[config.mk]
export PLATFORM = sky130hd
export DESIGN_NAME = half_duplex_pad_arb
export DESIGN_NICKNAME = d
export VERILOG_FILES = /design/src/rtl/half_duplex_pad_pkg.sv /design/src/rtl/bit_timer.sv /design/src/rtl/half_duplex_pad_arb.sv
export SDC_FILE = /design/constraint.sdc
export NUM_CORES = 1
export LEC_CHECK = 0
export ABC_CLOCK_PERIOD_IN_PS = 3500
export CAP_MARGIN = 40
export CORE_MARGIN = 5
export CORE_UTILIZATION = 55
export CTS_BUF_LIST = sky130_fd_sc_hd__clkbuf_8
export DETAILED_ROUTE_END_ITERATION = 6
export PLACE_DENSITY_LB_ADDON = 0.05
export RECOVER_POWER = 25
export SLEW_MARGIN = 20
export SYNTH_ARGS = -nofsm -noshare
export SYNTH_HDL_FRONTEND = slang
export SYNTH_SLANG_ARGS = --single-unit
[constraint.sdc]
create_clock -name clk -period 3.5 [get_ports clk]
set_input_delay 0.525 -clock clk [delete_from_list [all_inputs] [get_ports clk]]
set_output_delay 0.525 -clock clk [all_outputs]
set_load 0.005 [all_outputs]
[src/rtl/half_duplex_pad_pkg.sv]
// Shared types and constants for the half-duplex pad arbiter and its bit timer.
package half_duplex_pad_pkg;

  localparam int BIT_CNT_W = 3;

  typedef enum logic [2:0] {
    S_IDLE,
    S_TX,
    S_TURN,
    S_RX,
    S_DONE
  } state_t;

endpackage

[src/rtl/bit_timer.sv]
// Free-running bit-period down-counter: tick_o flags the last clock of each
// period, mid_o flags clock CLKDIV/2 of the period.
module bit_timer #(
  parameter int CLKDIV = 4
) (
  input  logic       clk,
  input  logic       rst,
  input  logic       load_i,
  input  logic [7:0] load_val_i,
  output logic       tick_o,
  output logic       mid_o
);

  localparam logic [7:0] MID_VAL = 8'(CLKDIV - 1 - CLKDIV / 2);

  logic [7:0] cnt_q;
  logic [7:0] cnt_d;

  // Counting down from CLKDIV-1 puts clock 0 of a period at the load value.
  always_comb begin
    cnt_d = cnt_q - 8'd1;
    if (load_i || (cnt_q == 8'd0)) begin
      cnt_d = load_val_i;
    end
  end

  always_ff @(posedge clk or posedge rst) begin
    if (rst) begin
      cnt_q <= 8'd0;
    end else begin
      cnt_q <= cnt_d;
    end
  end

  assign tick_o = (cnt_q == 8'd0);
  assign mid_o  = (cnt_q == MID_VAL);

endmodule

[src/rtl/half_duplex_pad_arb.sv]
// Two requesters share one bidirectional pad: each transaction sends a byte
// LSB first, turns the bus around, then receives a byte back.
module half_duplex_pad_arb
  import half_duplex_pad_pkg::*;
#(
  parameter int CLKDIV = 4,
  parameter int TURN   = 2
) (
  input  logic       clk,
  input  logic       rst,
  input  logic [1:0] req_valid,
  input  logic [7:0] tx_data_a,
  input  logic [7:0] tx_data_b,
  output logic [1:0] req_ready,
  output logic [7:0] rx_data,
  output logic [1:0] rx_done,
  output logic       pad_i,
  output logic       pad_t,
  input  logic       pad_o,
  output logic       busy
);

  localparam logic [BIT_CNT_W-1:0] LAST_BIT  = '1;
  localparam logic [3:0]           TURN_LAST = 4'(TURN - 1);
  localparam logic [7:0]           RELOAD    = 8'(CLKDIV - 1);

  state_t               state_q, state_d;
  logic [BIT_CNT_W-1:0] bit_cnt_q, bit_cnt_d;
  logic [3:0]           turn_cnt_q, turn_cnt_d;
  logic [7:0]           tx_q, tx_d;
  logic [7:0]           rx_shift_q, rx_shift_d;
  logic [7:0]           rx_data_q;
  logic [1:0]           rx_done_q;
  logic                 owner_q, owner_d;
  logic                 last_q, last_d;
  logic                 pad_i_q, pad_i_d;
  logic                 pad_t_q;
  logic                 busy_q;
  logic [1:0]           grant_c;
  logic                 grant_b;
  logic                 load;
  logic                 tick;
  logic                 mid;

  bit_timer #(.CLKDIV(CLKDIV)) u_bit_timer (
    .clk        (clk),
    .rst        (rst),
    .load_i     (load),
    .load_val_i (RELOAD),
    .tick_o     (tick),
    .mid_o      (mid)
  );

  // With both requesting, whoever was not served last wins.
  assign grant_b = (req_valid == 2'b11) ? ~last_q : req_valid[1];

  always_comb begin
    state_d    = state_q;
    bit_cnt_d  = bit_cnt_q;
    turn_cnt_d = turn_cnt_q;
    tx_d       = tx_q;
    rx_shift_d = rx_shift_q;
    owner_d    = owner_q;
    last_d     = last_q;
    load       = 1'b0;
    grant_c    = 2'b00;
    unique case (state_q)
      S_IDLE: begin
        if (|req_valid) begin
          grant_c   = grant_b ? 2'b10 : 2'b01;
          owner_d   = grant_b;
          last_d    = grant_b;
          tx_d      = grant_b ? tx_data_b : tx_data_a;
          bit_cnt_d = '0;
          load      = 1'b1;
          state_d   = S_TX;
        end
      end
      S_TX: begin
        if (tick) begin
          bit_cnt_d = bit_cnt_q + 1'b1;
          if (bit_cnt_q == LAST_BIT) begin
            turn_cnt_d = 4'd0;
            state_d    = S_TURN;
          end
        end
      end
      S_TURN: begin
        if (tick) begin
          if (turn_cnt_q == TURN_LAST) begin
            bit_cnt_d = '0;
            state_d   = S_RX;
          end else begin
            turn_cnt_d = turn_cnt_q + 4'd1;
          end
        end
      end
      S_RX: begin
        if (mid) begin
          rx_shift_d = {pad_o, rx_shift_q[7:1]};
        end
        if (tick) begin
          bit_cnt_d = bit_cnt_q + 1'b1;
          if (bit_cnt_q == LAST_BIT) begin
            state_d = S_DONE;
          end
        end
      end
      S_DONE: begin
        state_d = S_IDLE;
      end
      default: begin
        state_d = S_IDLE;
      end
    endcase
    // Pad registers follow the next state so they line up with the state itself.
    pad_i_d = (state_d == S_TX) ? tx_d[bit_cnt_d] : 1'b0;
  end

  always_ff @(posedge clk or posedge rst) begin
    if (rst) begin
      state_q    <= S_IDLE;
      bit_cnt_q  <= '0;
      turn_cnt_q <= 4'd0;
      tx_q       <= 8'h00;
      rx_shift_q <= 8'h00;
      rx_data_q  <= 8'h00;
      rx_done_q  <= 2'b00;
      owner_q    <= 1'b0;
      last_q     <= 1'b1;
      pad_i_q    <= 1'b0;
      pad_t_q    <= 1'b1;
      busy_q     <= 1'b0;
    end else begin
      state_q    <= state_d;
      bit_cnt_q  <= bit_cnt_d;
      turn_cnt_q <= turn_cnt_d;
      tx_q       <= tx_d;
      rx_shift_q <= rx_shift_d;
      owner_q    <= owner_d;
      last_q     <= last_d;
      pad_i_q    <= pad_i_d;
      pad_t_q    <= (state_d != S_TX);
      busy_q     <= (state_d != S_IDLE);
      rx_done_q  <= (state_q == S_DONE) ? (owner_q ? 2'b10 : 2'b01) : 2'b00;
      if (state_q == S_DONE) begin
        rx_data_q <= rx_shift_q;
      end
    end
  end

  // The grant pulse is combinational in IDLE, so it is masked while reset is held.
  assign req_ready = rst ? 2'b00 : grant_c;
  assign rx_data   = rx_data_q;
  assign rx_done   = rx_done_q;
  assign pad_i     = pad_i_q;
  assign pad_t     = pad_t_q;
  assign busy      = busy_q;

endmodule

==> flow_summary_export.csv, run 1 <==
group,metric,value,unit
drt,wl_per_cell,15.0,um
critical_path,critPathLaunchType,"register",
yosys,synthArstFlopShare,1.00,
final_layout,fin_area,0.00283,mm^2
yosys,syn_avg_cell_area,11.1,um^2
clock_network,cts.clk_slew.worst_paths,0.09,ns
yosys,ys_seq_area_frac,0.527,
yosys,syn_nets,237,
critical_path,crit_fanout,15,
placed_design,dpl_cell_area,0.00275,mm^2
floorplan,num_rows,23,
sta,rsz0062_at_grt,"false",
clock_network,htree_num_levels,2,
job,max_cap_violations,0,
clock_network,cts_tree,"built",
yosys,synth_area,0.00233,mm^2
placed_design,dp_cells,292,
global_route,grt_max_degree,29,
clock_network,hold_buffers,0,
drt,ant_nets,0,
sta,final-max-slew-violation-count,0,
min_path,hold_path.class,"register to register",
floorplan,coreArea,0.00406,mm^2
pwr,p_leak,1.23,nW
floorplan,die_w,75.1,um
floorplan,start_util,0.575,
global_route,grt_pass1_wl,7.98,mm
sta,fin_skew,0.00709,ns
placed_design,place.gp.congestion,0.814,
floorplan,io_pins,36,
outcome,status,"complete, no violations",
sta,worst_pin_slew,1.42,ns
global_route,antenna_found_initial,0,
final_layout,instances_no_fill,301,
yosys,synth_area_leaders,"dfrtp_1 50%, mux2_2 7.7%, nor2_1 4.0%, ha_1 3.2%, nand2_1 2.4%",
clock_network,clock_sinks,49,
yosys,synth_flop_cell,"dfrtp_1",
final_layout,drive_above_1_share,0.175,
drt,drc,0,
placed_design,dp_hpwl,3.48,mm
drt,routed_wl,4.52,mm
yosys,yosysWarnings,0,
sta,fmax,360,MHz
critical_path,required,2.97,ns
critical_path,arrival,2.25,ns
final_layout,num_antenna_cells,0,
yosys,synth.distinct_cells,43,
critical_path,worstSetupEndpointType,"primary output",
yosys,synth_top_cell_by_area,"dfrtp_1",
clock_network,numCtsBuffers,5,
critical_path,path_class,"register to primary output",
sta,setup_viol,0,
drt,via_count,1726,
critical_path,r2r_slack,0.78,ns
clock_network,clock_path_buffers,2,
global_route,grtUsageTotal,0.183,
sta,final_hold_viol_count,0,
yosys,synth-seq-cells,49,
clock_network,cts_root_buffer,"clkbuf_8",
sta,finalSetupTns,0,ns
clock_network,postCtsSetupBuffers,0,
yosys,synth-edff-count,0,
sta,period_needed,2.78,ns
pwr,p_per_area,541,mW/mm^2
pwr,irDropWorstVdd,0.000448,V
floorplan,die_y,75.1,um
final_layout,syn2layout_area_growth,21.4,%
clock_network,clk_latency,0.30,ns
global_route,grt-ovfl-total,0,
clock_network,cts_resized,0,
yosys,syn_inst,210,
drt,first_pass_iters,4,
sta,period_share,0.793,
drt,drt_iter0_drc,101,
floorplan,dieArea,0.00564,mm^2
drt,routed_via_density,5.73,
final_layout,finalNetCount,277,
sta,maxSlewHeadroom,0.0557,
sta,whs,0.449,ns
global_route,grt_pass1_vias,1759,
placed_design,portBuffers,35,
yosys,yosysTopAreaCellShare,0.504,
==> sequential cells by signal (all words and copies together), names as in the netlist <==
name and flops:
bit_cnt_q 3, busy 1, last_q 1, owner_q 1
pad_i 1, pad_t 1, rx_data 8, rx_done 2
rx_shift_q 8, state_q 3, turn_cnt_q 4, tx_q 8
u_bit_timer.cnt_q 8
==> layout by cell type (no fill, tap or decap), types with 2 or more instances in the layout <==
cell              n
clkbuf_8          5
a2111oi_0         3
xnor2_1           6
mux2_2           16
o21ai_0           7
clkdlybuf4s50_1  34
o21bai_1          5
dfstp_2           2
o221a_2           5
inv_1             7
a22oi_1           3
a21oi_1           5
nand2b_1          6
nor3b_1           4
nor3_1            5
o31ai_1           2
nand3_1           3
or4_4             2
or2_2             3
and3_1            2
ha_1              6
nor2_1           25
nor4_1            4
nand2_1          15
or4_1             2
or3b_2            2
o22ai_1           3
dfrtp_1          47
==> critical path, stage by stage, from the launching register on <==
cell	delay [ns]
dfrtp_1	0.55
nor3_1	0.34
nand3_1	0.36
nor2_1	0.18
clkdlybuf4s50_1	0.52
==> layer usage <==
metal	vias up	track usage	share of wire
li1	843	-	-
met5	-	0	0
met4	0	0.0534	0.015
met3	9	0.0401	0.035
met1	838	0.238	0.45
met2	36	0.309	0.50
==> kinds of logic after synthesis <==
logic type,count (synthesis),share of synthesized area
and+or+nand+nor,79,0.182
DFF,49,0.527
AOI/OAI and AO/OA,42,0.139
muxes,16,0.0773
buffers and inverters,12,0.0198
xor gates and xnor gates,6,0.0225
adders and majority gates,6,0.0322
==> power by group <==
part | leakage (nW) | total (W) | switching (W) | internal (W)
registers | 0.627 | 0.000754 | 0.0000832 | 0.000671
clock network | 0.0445 | 0.000327 | 0.000185 | 0.000142
logic | 0.563 | 0.000450 | 0.000216 | 0.000234
total | 1.23 | 0.00153 | 0.000485 | 0.00105
==> synth_stat cells, drive strengths merged (5+ instances only) <==
master and count:
o21ai 9, o221a 5, xnor2 6, a21oi 5, nor3 5, o21bai 5
nand2 15, ha 6, nor4 5, inv 7, dfrtp 47, mux2 16
nand2b 6, nor2 26
==> through the flow <==
stage                     setup WS, ns   util  power [W]
after detailed placement         0.775  0.678    0.00122
after global routing             0.378  0.698    0.00165
after global placement           0.904  0.673    0.00120
final                            0.723  0.698    0.00153
after floorplan                   1.08      -    0.00109
after CTS                        0.706  0.701    0.00155
==> layout make-up <==
cell class                 count  area, um^2
sequential                    49        1230
fill                         318        1230
multi-input combinational    149        1060
timing repair buffer          38         367
clock buffer                   5        68.8
tap                           50        62.6
inverter                       7        26.3
clock inverter                 3        21.3
==> path summary, 6_finish.rpt <==
kind / end / start / cells past startpoint
max reg2reg: pad_i / u_bit_timer.cnt_q[0] / 8
max in group asynchronous: u_bit_timer.cnt_q[1] / rst / 3
max: req_ready[1] / state_q[1] / 4
min: rx_done[0] / owner_q / 1
min in group asynchronous: busy / rst / 2
min reg2reg: rx_done[0] / owner_q / 1
(Power assumes the default switching activity.)
==> inputs of run 2 (changes only) <==
--- a/config.mk
+++ b/config.mk
@@ -5,10 +5,10 @@
 export SDC_FILE = /design/constraint.sdc
 export NUM_CORES = 1
 export LEC_CHECK = 0
-export ABC_CLOCK_PERIOD_IN_PS = 3500
+export ABC_CLOCK_PERIOD_IN_PS = 2400
 export CAP_MARGIN = 40
 export CORE_MARGIN = 5
-export CORE_UTILIZATION = 55
+export CORE_UTILIZATION = 50
 export CTS_BUF_LIST = sky130_fd_sc_hd__clkbuf_8
 export DETAILED_ROUTE_END_ITERATION = 6
 export PLACE_DENSITY_LB_ADDON = 0.05
==> constraint.sdc (replaced) <==
create_clock -name clk -period 2.4 [get_ports clk]
set_input_delay 0.36 -clock clk [delete_from_list [all_inputs] [get_ports clk]]
set_output_delay 0.36 -clock clk [all_outputs]
set_load 0.005 [all_outputs]
==> run 2 against run 1 <==
Clock skew shrank 0.0024 ns; critical path depth increased by 4; largest power group unchanged; highest routed layer unchanged; worst setup slack worse by 0.70 ns.
==> flow_summary_export.csv, run 2 (synthesis results as in run 1) <==
group,metric,value,unit
critical_path,r2r-end,"pad_i",
global_route,grt_pass1_wl,8.79,mm
sta,worst_pin_slew,0.769,ns
global_route,grt_max_degree,21,
sta,maxSlewHeadroom,0.487,
clock_network,clock_sinks,49,
global_route,grt-ovfl-total,0,
floorplan,start_util,0.525,
critical_path,r2r_slack,0.02,ns
critical_path,worstSetupEndpointType,"register",
clock_network,cts.clk_slew.worst_paths,0.09,ns
critical_path,rr_startpoint,"turn_cnt_q[1]",
clock_network,cts_root_buffer,"clkbuf_8",
sta,fmax,420,MHz
sta,final_hold_viol_count,0,
final_layout,drive_above_1_share,0.271,
clock_network,clock_path_buffers,2,
pwr,p_leak,1.35,nW
job,max_cap_violations,0,
global_route,grt_pass1_vias,1906,
min_path,hold_end,"rx_done[0]",
pwr,power,0.00243,W
final_layout,syn2layout_area_growth,30.8,%
floorplan,io_pins,36,
final_layout,num_antenna_cells,0,
drt,drt_iter0_drc,147,
drt,routed_wl,5.06,mm
final_layout,final_cell_mix,"47 x dfrtp_1, 34 x clkdlybuf4s50_1, 25 x nor2_1, 25 x buf_4, 16 x mux2_2",
drt,drc,0,
clock_network,cts_tree,"built",
pwr,p_per_area,795,mW/mm^2
placed_design,dpl_cell_area,0.00292,mm^2
critical_path,critPathLaunchType,"register",
sta,period_share,0.991,
clock_network,postCtsSetupBuffers,0,
floorplan,num_rows,24,
outcome,status,"complete, no violations",
sta,period_needed,2.38,ns
critical_path,reg2reg_depth,8,
pwr,irDropWorstVdd,0.000509,V
drt,first_pass_iters,4,
sta,setup_viol,0,
floorplan,die_w,78.3,um
final_layout,fin_area,0.00305,mm^2
floorplan,coreArea,0.00444,mm^2
final_layout,final_util,0.687,
placed_design,dp_hpwl,3.85,mm
critical_path,path_class,"register to register",
sta,rsz0062_at_grt,"true",
floorplan,die_y,78.3,um
drt,routed_via_density,5.73,
drt,wl_per_cell,15.6,um
clock_network,numCtsBuffers,5,
critical_path,required,2.61,ns
final_layout,final_common_cell,"dfrtp_1",
drt,ant_nets,0,
min_path,hold_path.class,"register to register",
placed_design,dp_cells,317,
clock_network,clk_latency,0.30,ns
clock_network,htree_num_levels,2,
final_layout,finalNetCount,299,
final_layout,instances_no_fill,325,
drt,via_count,1862,
placed_design,place.gp.congestion,0.834,
min_path,worstHoldPathCells,1,
sta,fin_skew,0.00466,ns
placed_design,portBuffers,35,
global_route,grtUsageTotal,0.179,
floorplan,dieArea,0.00613,mm^2
sta,final-max-slew-violation-count,0,
critical_path,crit_fanout,6,
critical_path,arrival,2.59,ns
global_route,antenna_found_initial,0,
min_path,min_from,"owner_q",
[run 2: changes by cell type in the layout (fill, tap and decap cells not counted), moves of 2 or more]
cell	change
a2111oi_2	+3
a22oi_1	-2
a2111oi_0	-3
a22oi_2	+2
buf_4	+24
[run 2: cell type report]
type                       count  area, um^2
clock buffer                   5        68.8
clock inverter                 3        25.0
fill                         337        1390
inverter                       7        26.3
multi-input combinational    149        1100
sequential                    49        1230
tap                           52        65.1
timing repair buffer          60         538
[run 2: power breakdown]
part,leakage (nW),switching [W],internal [W]
clock network,0.0452,0.000283,0.000212
registers,0.627,0.0000860,0.000979
logic,0.680,0.000419,0.000448
[run 2: routing by layer]
metal | up-vias | share of wire | track usage
met5 | - | 0 | 0
met4 | 0 | 0.021 | 0.0664
met3 | 12 | 0.032 | 0.0378
met2 | 42 | 0.50 | 0.301
met1 | 924 | 0.45 | 0.228
li1 | 884 | - | -
[run 2: worst max path at each step]
| stage | slack (ns) | startpoint | cells after the start | to |
|---|---|---|---|---|
| after CTS | 0.0009 | turn_cnt_q[1] | 8 | pad_i |
| after global placement | 0.02 | u_bit_timer.cnt_q[1] | 8 | pad_i |
| after floorplan | 0.009 | u_bit_timer.cnt_q[0] | 8 | pad_i |
| after detailed placement | -0.14 | turn_cnt_q[1] | 8 | pad_i |
| final | 0.02 | turn_cnt_q[1] | 8 | pad_i |
| after global routing | -0.06 | turn_cnt_q[1] | 8 | pad_i |
[run 2: worst max-delay path, cell delays in order (launching register included)]
cell      delay [ns]
dfrtp_1         0.38
inv_1           0.07
ha_1            0.16
or3b_2          0.48
a21oi_2         0.18
o221ai_4        0.16
or3b_1          0.38
a31o_1          0.22
nor4_1          0.25
[run 2: metrics by stage]
step / hold slack (ns) / worst slack (ns) / setup TNS (ns)
after floorplan: 0.417 / 0.00895 / 0
after global placement: 0.445 / 0.0234 / 0
after detailed placement: 0.450 / -0.135 / -0.135
after CTS: 0.437 / 0.000915 / 0
after global routing: 0.489 / -0.0584 / -0.0584
final: 0.462 / 0.0212 / 0
[run 2: timing repair]
item	CTS	global route
gates resized for setup	9	3
setup endpoints to repair	1	3
gates cloned	0	0
endpoints found under the hold margin	0	0
hold buffers	0	0
pin swaps	1	2
